$ cat config.mk
export PLATFORM = sky130hd
export DESIGN_NAME = axis_dma_packetizer_flat
export DESIGN_NICKNAME = d
export VERILOG_FILES = /design/src/rtl/axis_dma_packetizer_pkg.sv /design/src/rtl/axis_dma_packetizer_if.sv /design/src/rtl/axis_dma_packetizer_skid_buffer.sv /design/src/rtl/axis_dma_packetizer.sv /design/src/flat_wrapper.sv
export SDC_FILE = /design/constraint.sdc
export NUM_CORES = 1
export LEC_CHECK = 0
export ABC_CLOCK_PERIOD_IN_PS = 8700
export CAP_MARGIN = 20
export CORE_AREA = 2 2 262 200
export DETAILED_ROUTE_END_ITERATION = 8
export DIE_AREA = 0 0 264 202
export HOLD_SLACK_MARGIN = 0.06
export PLACE_DENSITY = 0.72
export SLEW_MARGIN = 20
export SYNTH_ARGS = -nofsm -noshare
export SYNTH_HDL_FRONTEND = slang
export SYNTH_SLANG_ARGS = --single-unit
$ cat constraint.sdc
create_clock -name clk -period 8.7 [get_ports clk]
set_clock_uncertainty 0.1 [all_clocks]
set_input_delay 0.87 -clock clk [delete_from_list [all_inputs] [get_ports clk]]
set_output_delay 0.87 -clock clk [all_outputs]
set_load 0.1 [all_outputs]
$ cat src/rtl/axis_dma_packetizer_pkg.sv
// Shared types and constants for the DMA packetizer.
// Optional feature macro: DMA_PACKETIZER_TRAILER_EN (adds the end-of-capture trailer word).
package axis_dma_packetizer_pkg;

  localparam logic [15:0] HEADER_MAGIC  = 16'hDA7A;
  localparam logic [15:0] TRAILER_MAGIC = 16'hE0F0;

  // Low 64 bits of the header word; the rest of the bus is zero.
  typedef struct packed {
    logic [15:0] magic;
    logic [15:0] seq;
    logic [31:0] timestamp;
  } header_word_t;

  // Low 64 bits of the trailer word; word_count = header + data words.
  typedef struct packed {
    logic [15:0] magic;
    logic [15:0] seq;
    logic [31:0] word_count;
  } trailer_word_t;

`ifdef DMA_PACKETIZER_TRAILER_EN
  typedef enum logic [1:0] {ST_IDLE, ST_HEADER, ST_DATA, ST_TRAILER} state_t;
`else
  typedef enum logic [1:0] {ST_IDLE, ST_HEADER, ST_DATA} state_t;
`endif

endpackage

$ cat src/rtl/axis_dma_packetizer_if.sv
// AXI-stream style handshake bundle used for the capture input, DMA output and config port.
interface axis_if #(
  parameter int DWIDTH = 128
) ();
  logic              valid;
  logic              ready;
  logic [DWIDTH-1:0] data;
  logic              last;

  modport master (output valid, output data, output last, input ready);
  modport slave  (input valid, input data, input last, output ready);
endinterface

$ cat src/rtl/axis_dma_packetizer_skid_buffer.sv
// Two-entry register slice: registered outputs, full throughput, ready = not full.
module axis_skid_buffer #(
  parameter int DWIDTH = 8
) (
  input  logic              clk,
  input  logic              reset,
  input  logic              in_valid,
  output logic              in_ready,
  input  logic [DWIDTH-1:0] in_data,
  input  logic              in_last,
  output logic              out_valid,
  input  logic              out_ready,
  output logic [DWIDTH-1:0] out_data,
  output logic              out_last,
  output logic              empty
);

  logic [DWIDTH-1:0] mem_data [2];
  logic [1:0]        mem_last;
  logic              wr_ptr;
  logic              rd_ptr;
  logic [1:0]        count;
  logic              push;
  logic              pop;

  assign in_ready  = (count != 2'd2);
  assign out_valid = (count != 2'd0);
  assign empty     = (count == 2'd0);
  assign out_data  = mem_data[rd_ptr];
  assign out_last  = mem_last[rd_ptr];
  assign push      = in_valid & in_ready;
  assign pop       = out_valid & out_ready;

  // Storage, pointers and occupancy of the two-entry slice.
  always_ff @(posedge clk) begin
    if (reset) begin
      // NOTE: both entries are cleared because the head entry drives data_out
      // directly and must read as zero straight out of reset.
      for (int i = 0; i < 2; i++) mem_data[i] <= '0;
      mem_last <= '0;
      wr_ptr   <= 1'b0;
      rd_ptr   <= 1'b0;
      count    <= 2'd0;
    end else begin
      // NOTE: non-blocking assignments so every register samples pre-edge values.
      if (push) begin
        mem_data[wr_ptr] <= in_data;
        mem_last[wr_ptr] <= in_last;
        wr_ptr           <= ~wr_ptr;
      end
      if (pop) rd_ptr <= ~rd_ptr;
      count <= count + {1'b0, push} - {1'b0, pop};
    end
  end

endmodule

$ cat src/rtl/axis_dma_packetizer.sv
// Prepends a header to each capture, splits it into DMA packets of at most pkt_len
// words and reports per-capture word/packet counts.
// Optional feature macro: DMA_PACKETIZER_TRAILER_EN (trailer word closes each capture).
module axis_dma_packetizer
  import axis_dma_packetizer_pkg::*;
#(
  parameter int AXI_MM_WIDTH    = 128,
  parameter int PKT_LEN_WIDTH   = 16,
  parameter int DEFAULT_PKT_LEN = 256
) (
  input  logic        clk,
  input  logic        reset,
  input  logic [31:0] timestamp_width,
  axis_if.slave       data_in,
  axis_if.master      data_out,
  axis_if.slave       packet_config,
  output logic [31:0] capture_words,
  output logic [31:0] capture_packets,
  output logic        busy
);

  typedef logic [PKT_LEN_WIDTH-1:0] len_t;
  localparam int SKID_W = AXI_MM_WIDTH + 1;  // payload plus end-of-capture marker

  state_t                  state, state_nxt;
  len_t                    pkt_len, pkt_cnt;
  logic [31:0]             word_cnt, pkt_total, pend_words, pend_pkts;
  logic [15:0]             seq;
  logic                    eoc_pending, eoc_pending_nxt;
  logic                    skid_in_valid, skid_in_ready, skid_in_last, skid_in_eoc;
  logic [AXI_MM_WIDTH-1:0] skid_in_data;
  logic [SKID_W-1:0]       skid_out_payload;
  logic                    skid_out_valid, skid_empty;
  logic                    push, eoc_push, eoc_pop, at_boundary;
  header_word_t            hdr;
  logic                    unused_cfg_last;

  assign unused_cfg_last = packet_config.last;
  assign hdr             = {HEADER_MAGIC, seq, timestamp_width};
  assign at_boundary     = (pkt_cnt == pkt_len - len_t'(1));
  assign push            = skid_in_valid & skid_in_ready;
  assign eoc_push        = push & skid_in_eoc;
  assign eoc_pop         = skid_out_valid & data_out.ready & skid_out_payload[AXI_MM_WIDTH];
  assign eoc_pending_nxt = eoc_push | (eoc_pending & ~eoc_pop);
  assign data_out.valid  = skid_out_valid;
  assign data_out.data   = skid_out_payload[AXI_MM_WIDTH-1:0];
  // Config is only taken while nothing of a capture is in flight.
  assign packet_config.ready = (state == ST_IDLE) && skid_empty;

`ifdef DMA_PACKETIZER_TRAILER_EN
  trailer_word_t trl;
  assign trl = {TRAILER_MAGIC, seq, word_cnt};
`endif

  // State register.
  always_ff @(posedge clk) begin
    if (reset) state <= ST_IDLE;
    else       state <= state_nxt;
  end

  // Next-state logic.
  always_comb begin
    state_nxt = state;
    unique case (state)
      ST_IDLE:   if (data_in.valid) state_nxt = ST_HEADER;
      ST_HEADER: if (skid_in_ready) state_nxt = ST_DATA;
      ST_DATA:
        if (data_in.valid && skid_in_ready && data_in.last)
`ifdef DMA_PACKETIZER_TRAILER_EN
          state_nxt = ST_TRAILER;
      ST_TRAILER: if (skid_in_ready) state_nxt = ST_IDLE;
`else
          state_nxt = ST_IDLE;
`endif
      default:   state_nxt = ST_IDLE;
    endcase
  end

  // Output decode: selects header, data or trailer into the skid input and sets tlast.
  always_comb begin
    // NOTE: every output gets a default first so no path leaves one unassigned (no latch).
    skid_in_valid = 1'b0;
    skid_in_data  = '0;
    skid_in_last  = 1'b0;
    skid_in_eoc   = 1'b0;
    data_in.ready = 1'b0;
    unique case (state)
      ST_HEADER: begin
        skid_in_valid = 1'b1;
        skid_in_data  = AXI_MM_WIDTH'(hdr);
        skid_in_last  = at_boundary;
      end
      ST_DATA: begin
        skid_in_valid = data_in.valid;
        data_in.ready = skid_in_ready;
        skid_in_data  = data_in.data;
`ifdef DMA_PACKETIZER_TRAILER_EN
        skid_in_last  = at_boundary;
      end
      ST_TRAILER: begin
        skid_in_valid = 1'b1;
        skid_in_data  = AXI_MM_WIDTH'(trl);
        skid_in_last  = 1'b1;
        skid_in_eoc   = 1'b1;
`else
        skid_in_last  = at_boundary | data_in.last;
        skid_in_eoc   = data_in.last;
`endif
      end
      default: ;
    endcase
  end

  // Packet/word counters, sequence number, config latch, statistics and busy.
  always_ff @(posedge clk) begin
    if (reset) begin
      pkt_len         <= len_t'(DEFAULT_PKT_LEN);
      pkt_cnt         <= '0;
      word_cnt        <= '0;
      pkt_total       <= '0;
      pend_words      <= '0;
      pend_pkts       <= '0;
      seq             <= '0;
      eoc_pending     <= 1'b0;
      capture_words   <= '0;
      capture_packets <= '0;
      busy            <= 1'b0;
    end else begin
      if (packet_config.valid && packet_config.ready)
        pkt_len <= (packet_config.data < len_t'(2)) ? len_t'(2) : packet_config.data;
      if (push) begin
        pkt_cnt <= skid_in_last ? '0 : pkt_cnt + len_t'(1);
        if (skid_in_eoc) begin
          pend_words <= word_cnt + 32'd1;
          pend_pkts  <= pkt_total + 32'd1;
          word_cnt   <= '0;
          pkt_total  <= '0;
          seq        <= seq + 16'd1;
        end else begin
          word_cnt  <= word_cnt + 32'd1;
          pkt_total <= pkt_total + 32'(skid_in_last);
        end
      end
      if (eoc_pop) begin
        capture_words   <= pend_words;
        capture_packets <= pend_pkts;
      end
      eoc_pending <= eoc_pending_nxt;
      busy        <= (state_nxt != ST_IDLE) | eoc_pending_nxt;
    end
  end

  axis_skid_buffer #(.DWIDTH(SKID_W)) u_skid (
    .clk       (clk),
    .reset     (reset),
    .in_valid  (skid_in_valid),
    .in_ready  (skid_in_ready),
    .in_data   ({skid_in_eoc, skid_in_data}),
    .in_last   (skid_in_last),
    .out_valid (skid_out_valid),
    .out_ready (data_out.ready),
    .out_data  (skid_out_payload),
    .out_last  (data_out.last),
    .empty     (skid_empty)
  );

endmodule

$ cat src/flat_wrapper.sv
// flat-port wrapper written by rule: the top's interface ports become plain ports
module axis_dma_packetizer_flat import axis_dma_packetizer_pkg::*;
#(
  parameter int AXI_MM_WIDTH    = 128,
  parameter int PKT_LEN_WIDTH   = 16,
  parameter int DEFAULT_PKT_LEN = 256
)
  (clk, reset, timestamp_width, capture_words, capture_packets, busy, data_in_valid, data_in_data, data_in_last, data_in_ready, data_out_valid, data_out_data, data_out_last, data_out_ready, packet_config_valid, packet_config_data, packet_config_last, packet_config_ready);
  axis_if #(.DWIDTH((128))) data_in_i ();
  axis_if #(.DWIDTH((128))) data_out_i ();
  axis_if #(.DWIDTH((16))) packet_config_i ();
  input  logic clk;
  input  logic reset;
  input  logic [31:0] timestamp_width;
  output logic [31:0] capture_words;
  output logic [31:0] capture_packets;
  output logic busy;
  input wire logic [$bits(data_in_i.valid)-1:0] data_in_valid;
  input wire logic [$bits(data_in_i.data)-1:0] data_in_data;
  input wire logic [$bits(data_in_i.last)-1:0] data_in_last;
  output wire logic [$bits(data_in_i.ready)-1:0] data_in_ready;
  output wire logic [$bits(data_out_i.valid)-1:0] data_out_valid;
  output wire logic [$bits(data_out_i.data)-1:0] data_out_data;
  output wire logic [$bits(data_out_i.last)-1:0] data_out_last;
  input wire logic [$bits(data_out_i.ready)-1:0] data_out_ready;
  input wire logic [$bits(packet_config_i.valid)-1:0] packet_config_valid;
  input wire logic [$bits(packet_config_i.data)-1:0] packet_config_data;
  input wire logic [$bits(packet_config_i.last)-1:0] packet_config_last;
  output wire logic [$bits(packet_config_i.ready)-1:0] packet_config_ready;
  assign data_in_i.valid = data_in_valid;
  assign data_in_i.data = data_in_data;
  assign data_in_i.last = data_in_last;
  assign data_in_ready = data_in_i.ready;
  assign data_out_valid = data_out_i.valid;
  assign data_out_data = data_out_i.data;
  assign data_out_last = data_out_i.last;
  assign data_out_i.ready = data_out_ready;
  assign packet_config_i.valid = packet_config_valid;
  assign packet_config_i.data = packet_config_data;
  assign packet_config_i.last = packet_config_last;
  assign packet_config_ready = packet_config_i.ready;
  axis_dma_packetizer #(.AXI_MM_WIDTH(AXI_MM_WIDTH), .PKT_LEN_WIDTH(PKT_LEN_WIDTH), .DEFAULT_PKT_LEN(DEFAULT_PKT_LEN)) u_core (.clk(clk), .reset(reset), .timestamp_width(timestamp_width), .data_in(data_in_i), .data_out(data_out_i), .packet_config(packet_config_i), .capture_words(capture_words), .capture_packets(capture_packets), .busy(busy));
endmodule
==> flow_summary.yaml, run 1 <==
status:
  outcome: "complete, no violations"
synth:
  synth-seq-cells: 509
  yosysTopAreaCell: "edfxtp_1"
  synth.most_common_cell: "nor2_1"
  synth_area_per_cell_um2: 9.904
  ys_types: 58
  synth.yosys.seq_area_share: 0.5644
  synth_cells: 2285
  synth_edf_count: 258
  ys_warn_count: 0
  async_flop_share: 0
  synthTopCellsByCount: "nor2_1 (454), nand2_1 (355), edfxtp_1 (258), dfxtp_1 (251), clkbuf_1 (141)"
  synthesis.nets: 2481
  yosys_most_used_dff: "edfxtp_1"
  syn_area_um2: 22630
  synth_top_area_frac: 0.3423
  netlist_top_cells_area: "edfxtp_1 (34%), dfxtp_1 (22%), nor2_1 (7.5%), mux2_2 (6.4%), nand2_1 (5.9%)"
routing:
  wl_per_cell_um: 18.27
  first_iter_violations: 1818
  ant_nets: 0
  vias: 17590
  drt_first_pass_iters: 5
  drc: 0
  via_per_inst: 5.366
  routed_wl_um: 59920
die:
  die-area_um2: 53330
  die_w_um: 264
  rows: 72
  fp.dieH_um: 202
  start_util: 0.4454
  coreArea_um2: 50810
  io_pins: 380
global_route:
  grt.overflow.total: 0
  grt_max_degree: 126
  grt_usage: 0.2176
  grt_pass1_vias: 16900
  antenna_found_initial: 2
  grt_first_pass_wirelength_um: 93460
clock_tree:
  cts_setup_buffers: 0
  clock_latency_ps: 590
  clock_sinks: 509
  path_clk_slew_ps: 60
  cts_tree: "yes"
  cts_resized: 0
  postCtsHoldBufs: 0
  h-tree-depth: 2
  cts_buffer_depth: 3
  clockRootBuffer: "clkbuf_16"
  numCtsBuffers: 52
pwr:
  clkPwrFrac: 0.300
  internal_power_mw: 4.635
  max-vdd-ir-drop_v: 0.0001370
  switching_share: 0.3848
  p_switching_mw: 2.899
  seqPwrFrac: 0.365
  p_comb_frac: 0.335
  p_leak_nw: 9.427
  power_density_nw_per_um2: 264.2
sta:
  relSlewSlack: 0.2490
  rsz0062_at_grt: "false"
  period_share: 0.5694
  fin_crit_ps: 4954
  setup-tns-final_ps: 0
  worstMarginPinSlew_ps: 1123
  hold_ws_ps: 345.9
  setup_viol: 0
  setup_slack_ps: 3746
  fmax_mhz: 201.9
  drv_slew: 0
  final-hold-violation-count: 0
place:
  hpwl_um: 38570
  dp.cells: 3184
  gp_routability_congestion: 0.8385
  place_ws_ps: 4038
  io_buffers: 378
layout:
  diodes: 0
  fin_cells: 3279
  multi_input_area_um2: 9189
  nets: 2768
  final-seq-area_um2: 12780
  syn2layout_area_growth_pct: 25.97
  layout-drive-gt1-share: 0.09568
  nFillCells: 4322
setup_path:
  arrival_ps: 3980
  worstSetupEndpointType: "output pin"
  path_max_fanout: 70
  crit_required_ps: 7730
  crit_type: "flop to output pin"
  cp-start-kind: "flop"
hold_path:
  hp-class: "flop to flop"
job:
  maxCapViolCount: 0
flip-flops by register name (all words and copies together) (netlist names), 16 cells and up, named ones only:
signal and count:
u_core.pend_pkts 32, u_core.pkt_len 16, u_core.pkt_total 32, u_core.pend_words 32, u_core.u_skid.mem_data 258, u_core.capture_packets 32, u_core.seq 16, u_core.pkt_cnt 16
u_core.word_cnt 32, u_core.capture_words 32
metal layers:
| layer | track usage | routed length (um) | up-vias | part of all wire |
|---|---|---|---|---|
| li1 | - | - | 8472 | - |
| met1 | 0.3060 | 26970 | 8463 | 0.45 |
| met2 | 0.3443 | 27550 | 557 | 0.46 |
| met3 | 0.03582 | 3733 | 98 | 0.062 |
| met4 | 0.06940 | 1639 | 4 | 0.027 |
| met5 | 0 | 26 | - | 0.00043 |
power groups by stage:
stage | combinational, mW | clock (mW) | sequential [mW]
floorplan | 1.94 | 0 | 2.76
global placement | 2.51 | 0 | 2.79
detailed placement | 2.52 | 0 | 2.80
CTS | 2.53 | 2.31 | 2.75
global route | 2.61 | 2.41 | 2.77
finish | 2.52 | 2.26 | 2.75
layout by cell type, fill, tap and decap left out, drive strengths merged, types with 59 or more instances in the layout:
cell and instances:
clkdlybuf4s50 377, edfxtp 258, xnor2 72, clkbuf 72
nor2 454, a21oi 108, dfxtp 251, xor2 59
mux2 129, nand2 355
through the flow:
step	power, mW	utilization	cell area, um2
after floorplan	4.703	-	22630
after global placement	5.307	0.5268	26770
after detailed placement	5.324	0.5269	26770
after CTS	7.591	0.5610	28510
after global routing	7.786	0.5611	28510
final	7.534	0.5611	28510
cells by family after synthesis:
logic type | share of synthesized area
compound gates | 0.08962
xor+xnor | 0.05070
mux | 0.06463
buf+inv | 0.03184
simple gates | 0.1917
flops | 0.5644
fa+ha+maj | 0.007187
worst max-delay path: stages (launching register included):
cell             delay, ps
dfxtp_4                890
buf_4                  890
mux2_2                 310
clkdlybuf4s50_1       1190
cell type report:
class                           instances  share of cell area
Multi-Input combinational cell       1598              0.3223
Timing Repair Buffer                  395              0.1374
Tap cell                              666             0.02923
Clock buffer                           72             0.05266
Inverter                               16            0.002194
Clock inverter                         23            0.008119
Sequential cell                       509              0.4481
worst paths after layout:
check	startpoint	to	slack, ps	cells past startpoint
worst max-delay path	flop	data_out_data[38]	3750	3
worst min-delay path	u_core.u_skid.mem_last[0]	u_core.u_skid.mem_last[0]	350	2
worst max register to register	u_core.state[1]	u_core.u_skid.mem_data[0][95]	4260	9
worst min register to register	u_core.u_skid.mem_last[0]	u_core.u_skid.mem_last[0]	350	2
Note: power is estimated with default switching activity, not from simulation.
==> inputs of run 2 (changes only) <==
--- a/config.mk
+++ b/config.mk
@@ -5,13 +5,13 @@
 export SDC_FILE = /design/constraint.sdc
 export NUM_CORES = 1
 export LEC_CHECK = 0
-export ABC_CLOCK_PERIOD_IN_PS = 8700
+export ABC_CLOCK_PERIOD_IN_PS = 4710
 export CAP_MARGIN = 20
 export CORE_AREA = 2 2 262 200
 export DETAILED_ROUTE_END_ITERATION = 8
 export DIE_AREA = 0 0 264 202
 export HOLD_SLACK_MARGIN = 0.06
-export PLACE_DENSITY = 0.72
+export PLACE_DENSITY = 0.69
 export SLEW_MARGIN = 20
 export SYNTH_ARGS = -nofsm -noshare
 export SYNTH_HDL_FRONTEND = slang
==> constraint.sdc (replaced) <==
create_clock -name clk -period 4.71 [get_ports clk]
set_clock_uncertainty 0.1 [all_clocks]
set_input_delay 0.471 -clock clk [delete_from_list [all_inputs] [get_ports clk]]
set_output_delay 0.471 -clock clk [all_outputs]
set_load 0.1 [all_outputs]
==> flow_summary.yaml, run 2 (synthesized netlist as in run 1, its figures left out) <==
layout:
  largest_reg_flops: 258
  mostFrequentLayoutCell: "nor2_1"
  syn2layout_area_growth_pct: 26.11
  nFillCells: 4315
  final_cell_mix: "nor2_1 (454), clkdlybuf4s50_1 (372), nand2_1 (353)"
  nets: 2780
  layout-drive-gt1-share: 0.09947
  top_register: "u_core.u_skid.mem_data"
clock_tree:
  cts_setup_buffers: 0
  cts_tree: "yes"
  cts_resized: 0
  h-tree-depth: 2
  cts_buffer_depth: 3
  clockRootBuffer: "clkbuf_16"
  path_clk_slew_ps: 60
  clock_latency_ps: 590
  postCtsHoldBufs: 0
  clock_sinks: 509
  numCtsBuffers: 52
sta:
  final-hold-violation-count: 0
  period_share: 0.8791
  setup_viol: 0
  relSlewSlack: 0.2704
  setup-tns-final_ps: 0
  worstMarginPinSlew_ps: 1091
  fmax_mhz: 241.5
  fin_crit_ps: 4140
  setup_slack_ps: 569.5
  rsz0062_at_grt: "false"
  drv_slew: 0
global_route:
  grt_first_pass_wirelength_um: 93740
  grt_pass1_vias: 16930
  grt_max_degree: 112
  grt.overflow.total: 0
  antenna_found_initial: 6
  grt_usage: 0.2187
die:
  rows: 72
  die_w_um: 264
  die-area_um2: 53330
  fp.dieH_um: 202
  start_util: 0.4454
  io_pins: 380
  coreArea_um2: 50810
setup_path:
  worstSetupEndpointType: "flop"
  worst-r2r-cell-count: 15
  crit_type: "flop to flop"
  cp-start-kind: "flop"
  crit_required_ps: 5050
  path_max_fanout: 12
  arrival_ps: 4480
routing:
  drc: 0
  wl_per_cell_um: 18.37
  routed_wl_um: 60490
  first_iter_violations: 1466
  drt_first_pass_iters: 5
  vias: 17630
  ant_nets: 0
  via_per_inst: 5.353
hold_path:
  hp-class: "input port to flop"
  hold_path_depth: 2
pwr:
  power_density_nw_per_um2: 479.0
  max-vdd-ir-drop_v: 0.0002561
  p_leak_nw: 9.429
job:
  maxCapViolCount: 0
place:
  io_buffers: 378
  place_ws_ps: 657.8
  hpwl_um: 39860
  gp_routability_congestion: 0.8556
status:
  outcome: "complete, no violations"
==> run 2: through the flow <==
stage	hold slack, ps	util	cell area (um2)	std cells	total power [mW]
5_1_grt	346.8	0.5617	28540	3292	14.13
6_report	301.5	0.5617	28540	3293	13.67
4_1_cts	275.9	0.5616	28530	3290	13.77
3_3_place_gp	336.7	0.5304	26950	3196	9.839
2_1_floorplan	323.5	-	22650	2285	8.665
3_5_place_dp	345.3	0.5304	26950	3196	9.873
==> run 2: cell type report <==
class | count | area (um2) | share of cell area
well taps | 666 | 833.3 | 0.02920
clock inverters | 30 | 217.7 | 0.007628
flip-flops and latches | 509 | 12780 | 0.4476
clock buffers | 64 | 1366 | 0.04787
diodes | 3 | 7.507 | 0.0002630
repair buffers | 407 | 4090 | 0.1433
multi-input cells | 1598 | 9186 | 0.3219
inverters | 16 | 63.81 | 0.002236
==> run 2: path summary, 6_finish.rpt <==
path,from,end,slack [ps]
max reg2reg,u_core.pkt_len[2],u_core.pkt_total[28],570
max,u_core.pkt_len[2],u_core.pkt_total[28],570
min reg2reg,u_core.pend_pkts[19],u_core.capture_packets[19],350
min,reset,flop,300
==> run 2: critical path, stage by stage, from the launching register on <==
cell and delay [ps]:
dfxtp_1 370, nor4_1 300, buf_4 220, and4_1 230
or4bb_1 500, a32oi_2 290, o2111ai_4 210, nand2_1 180
and2_1 230, ha_1 200, ha_1 210, and3_1 300
and4_1 350, nand2_1 100, xor2_1 140, nor2_1 50
==> run 2: power breakdown <==
group / switching [mW] / total, mW / internal [mW]
registers: 0.192 / 5.07 / 4.88
logic: 3.45 / 4.71 / 1.26
clock network: 1.72 / 3.89 / 2.17
==> run 2: metal layers <==
metal	wire length [um]	vias to the layer above	global-route usage
met5	20	-	0
met4	1565	4	0.06696
met3	3603	95	0.04106
met2	27960	512	0.3510
met1	27340	8495	0.3011
li1	-	8520	-
==> inputs of run 3 (changes only) <==
--- a/config.mk
+++ b/config.mk
@@ -7,12 +7,13 @@
 export LEC_CHECK = 0
 export ABC_CLOCK_PERIOD_IN_PS = 4710
 export CAP_MARGIN = 20
-export CORE_AREA = 2 2 262 200
+export CORE_AREA = 2 2 270 205
 export DETAILED_ROUTE_END_ITERATION = 8
-export DIE_AREA = 0 0 264 202
+export DIE_AREA = 0 0 272 207
 export HOLD_SLACK_MARGIN = 0.06
-export PLACE_DENSITY = 0.69
+export PLACE_DENSITY = 0.68
 export SLEW_MARGIN = 20
 export SYNTH_ARGS = -nofsm -noshare
 export SYNTH_HDL_FRONTEND = slang
+export SYNTH_HIERARCHICAL = 1
 export SYNTH_SLANG_ARGS = --single-unit
==> flow_summary.yaml, run 3 <==
place:
  place_ws_ps: -208.5
  gp_routability_congestion: 0.8515
  dpl_cell_area_um2: 28240
  io_buffers: 378
  hpwl_um: 43610
setup_path:
  cp_top_family: "simple AND/OR/NAND/NOR gates"
  worstSetupEndpointType: "flop"
  crit_top_cell: "or4_4"
  arrival_ps: 4940
  crit_required_ps: 5130
  cp_cell_sequence: "inv_1 > ha_1 > nor3b_4 > buf_4 > or4_1 > a21oi_1 > nor3_1 > or4_4 > a21oi_4 > ha_4 > ha_1 > inv_1 > or4_4 > or4_4 > or3_1 > a21oi_1"
  rr_startpoint: "u_core/pkt_len[1]"
  crit_buf_inv: 3
  crit_slowest_cell: "or4_4"
  crit_type: "flop to flop"
  max_stage_delay_ps: 560
  cp-start-kind: "flop"
  worst-r2r-cell-count: 16
  r2r_slack_ps: 190
  path_max_fanout: 5
  r2r-end: "u_core/pkt_total[24]"
layout:
  final-seq-area_um2: 12780
  nFillCells: 4605
  mostFrequentLayoutCell: "clkdlybuf4s50_1"
  layout-drive-gt1-share: 0.1413
  multi_input_area_um2: 10430
  nets: 2829
  final_cell_mix: "clkdlybuf4s50_1 (372), edfxtp_1 (258), dfxtp_1 (247)"
  syn2layout_area_growth_pct: 25.41
  postLayoutCellArea_um2: 30000
  top_register: "u_core/u_skid/mem_data"
  largest_reg_flops: 258
clock_tree:
  numCtsBuffers: 52
  clockRootBuffer: "clkbuf_16"
  h-tree-depth: 2
  postCtsHoldBufs: 0
  clock_sinks: 509
  path_clk_slew_ps: 60
  clock_latency_ps: 600
  cts_tree: "yes"
  cts_buffer_depth: 3
status:
  outcome: "complete, no violations"
global_route:
  grt_max_degree: 126
  grt_first_pass_wirelength_um: 100500
  grt_pass1_vias: 17430
  antenna_found_initial: 3
  grt.overflow.total: 0
  grt_usage: 0.2236
  use_met3: 0.04985
  met1_usage: 0.3115
  use_met2: 0.3582
  grt-busiest-layer: "met2"
hold_path:
  min_from: "reset"
  hp-class: "input port to flop"
  hold_path_depth: 2
synth:
  ys_types: 55
  yosysTopAreaCell: "edfxtp_1"
  async_flop_share: 0
  ys_warn_count: 6
  yosys_most_used_dff: "edfxtp_1"
  netlist_top_cells_area: "edfxtp_1 (32%), dfxtp_1 (21%), and2_1 (6.4%), mux2_2 (6.1%), nand2_1 (3.8%)"
  synth.yosys.seq_area_share: 0.5340
  synthesis.nets: 2521
  synth_top_area_frac: 0.3239
  synth.most_common_cell: "edfxtp_1"
  synth_area_per_cell_um2: 10.28
  synth-seq-cells: 509
  syn_area_um2: 23920
  synth_edf_count: 258
  synth_cells: 2326
  synthTopCellsByCount: "edfxtp_1 (258), dfxtp_1 (251), and2_1 (245), nand2_1 (244), nor2_1 (226)"
sta:
  period_share: 0.9592
  drv_slew: 0
  worstMarginPinSlew_ps: 1201
  fmax_mhz: 221.4
  setup_viol: 0
  final-hold-violation-count: 0
  hold_ws_ps: 148.8
  setup_slack_ps: 192.3
  relSlewSlack: 0.1966
  fin_crit_ps: 4518
  setup-tns-final_ps: 0
die:
  die_w_um: 272
  fp.dieH_um: 207
  start_util: 0.4446
  rows: 74
  coreArea_um2: 53790
  io_pins: 380
  die-area_um2: 56300
job:
  maxCapViolCount: 0
pwr:
  max-vdd-ir-drop_v: 0.0003171
  p_total_mw: 13.66
  power_density_nw_per_um2: 455.5
  p_leak_nw: 10.42
routing:
  routed_wl_um: 64510
  drt_first_pass_iters: 5
  ant_nets: 0
  first_iter_violations: 1577
  via_per_inst: 5.263
  wl_per_cell_um: 18.98
  vias: 17890
  drc: 0
[run 3: cell types whose count changed after synthesis, moves of 44 or more]
cell / before / now
a22o_1: 48 / 0
a22oi_1: 19 / 63
and2_1: 10 / 245
and2_4: 0 / 88
nand2_1: 355 / 244
nor2_1: 454 / 226
nor2b_1: 8 / 52
[run 3: where the power goes]
part	internal [mW]	switching, mW
registers	4.85	0.136
logic	1.30	3.34
clock network	2.30	1.74
total	8.44	5.22
[run 3: cell families (layout without fill, tap and decap cells)]
family	Yosys count	in the layout	share of synthesized area
AO/OA/AOI/OAI	312	312	0.08145
XOR/XNOR	128	128	0.04687
adder cells (fa/ha/maj)	12	12	0.006277
buffers and inverters	186	535	0.03541
flip-flops	509	509	0.5340
multiplexers	132	132	0.06204
other	0	2	0
AND/OR/NAND/NOR	1047	1047	0.2340
[run 3: timing repair]
item	CTS	global route
pin swaps	0	4
gates cloned	0	0
setup buffers	1	2
resized for setup	3	17
endpoints found under the setup margin	8	14
endpoints found under the hold margin	0	0
[run 3: cell type report]
type | instances | area share
inverters | 20 | 0.002503
well taps | 722 | 0.03012
multi-input cells | 1631 | 0.3475
clock buffers | 72 | 0.04793
repair buffers | 420 | 0.1388
diodes | 2 | 0.0001668
flip-flops and latches | 509 | 0.4262
clock inverters | 23 | 0.006757
[run 3: metrics by stage]
step / util / instances
floorplan: - / 2326
global placement: 0.5249 / 3299
detailed placement: 0.5249 / 3299
CTS: 0.5558 / 3395
global route: 0.5576 / 3398
finish: 0.5576 / 3399
[run 3: layer usage]
| layer | part of all wire | wire length [um] |
|---|---|---|
| met4 | 0.016 | 1052 |
| met5 | 0.00017 | 11 |
| met1 | 0.46 | 29810 |
| met3 | 0.062 | 4028 |
| met2 | 0.46 | 29610 |
[run 3: how the worst max path moves through the flow]
stage                                 endpoint  cells after the start              start
after floorplan           u_core/pkt_total[24]                     18  u_core/pkt_len[0]
after global placement    u_core/pkt_total[24]                     16  u_core/pkt_len[1]
after detailed placement  u_core/pkt_total[24]                     16  u_core/pkt_len[1]
after CTS                 u_core/pkt_total[24]                     16  u_core/pkt_len[1]
after global routing      u_core/pkt_total[28]                     15  u_core/pkt_len[2]
final                     u_core/pkt_total[24]                     16  u_core/pkt_len[1]
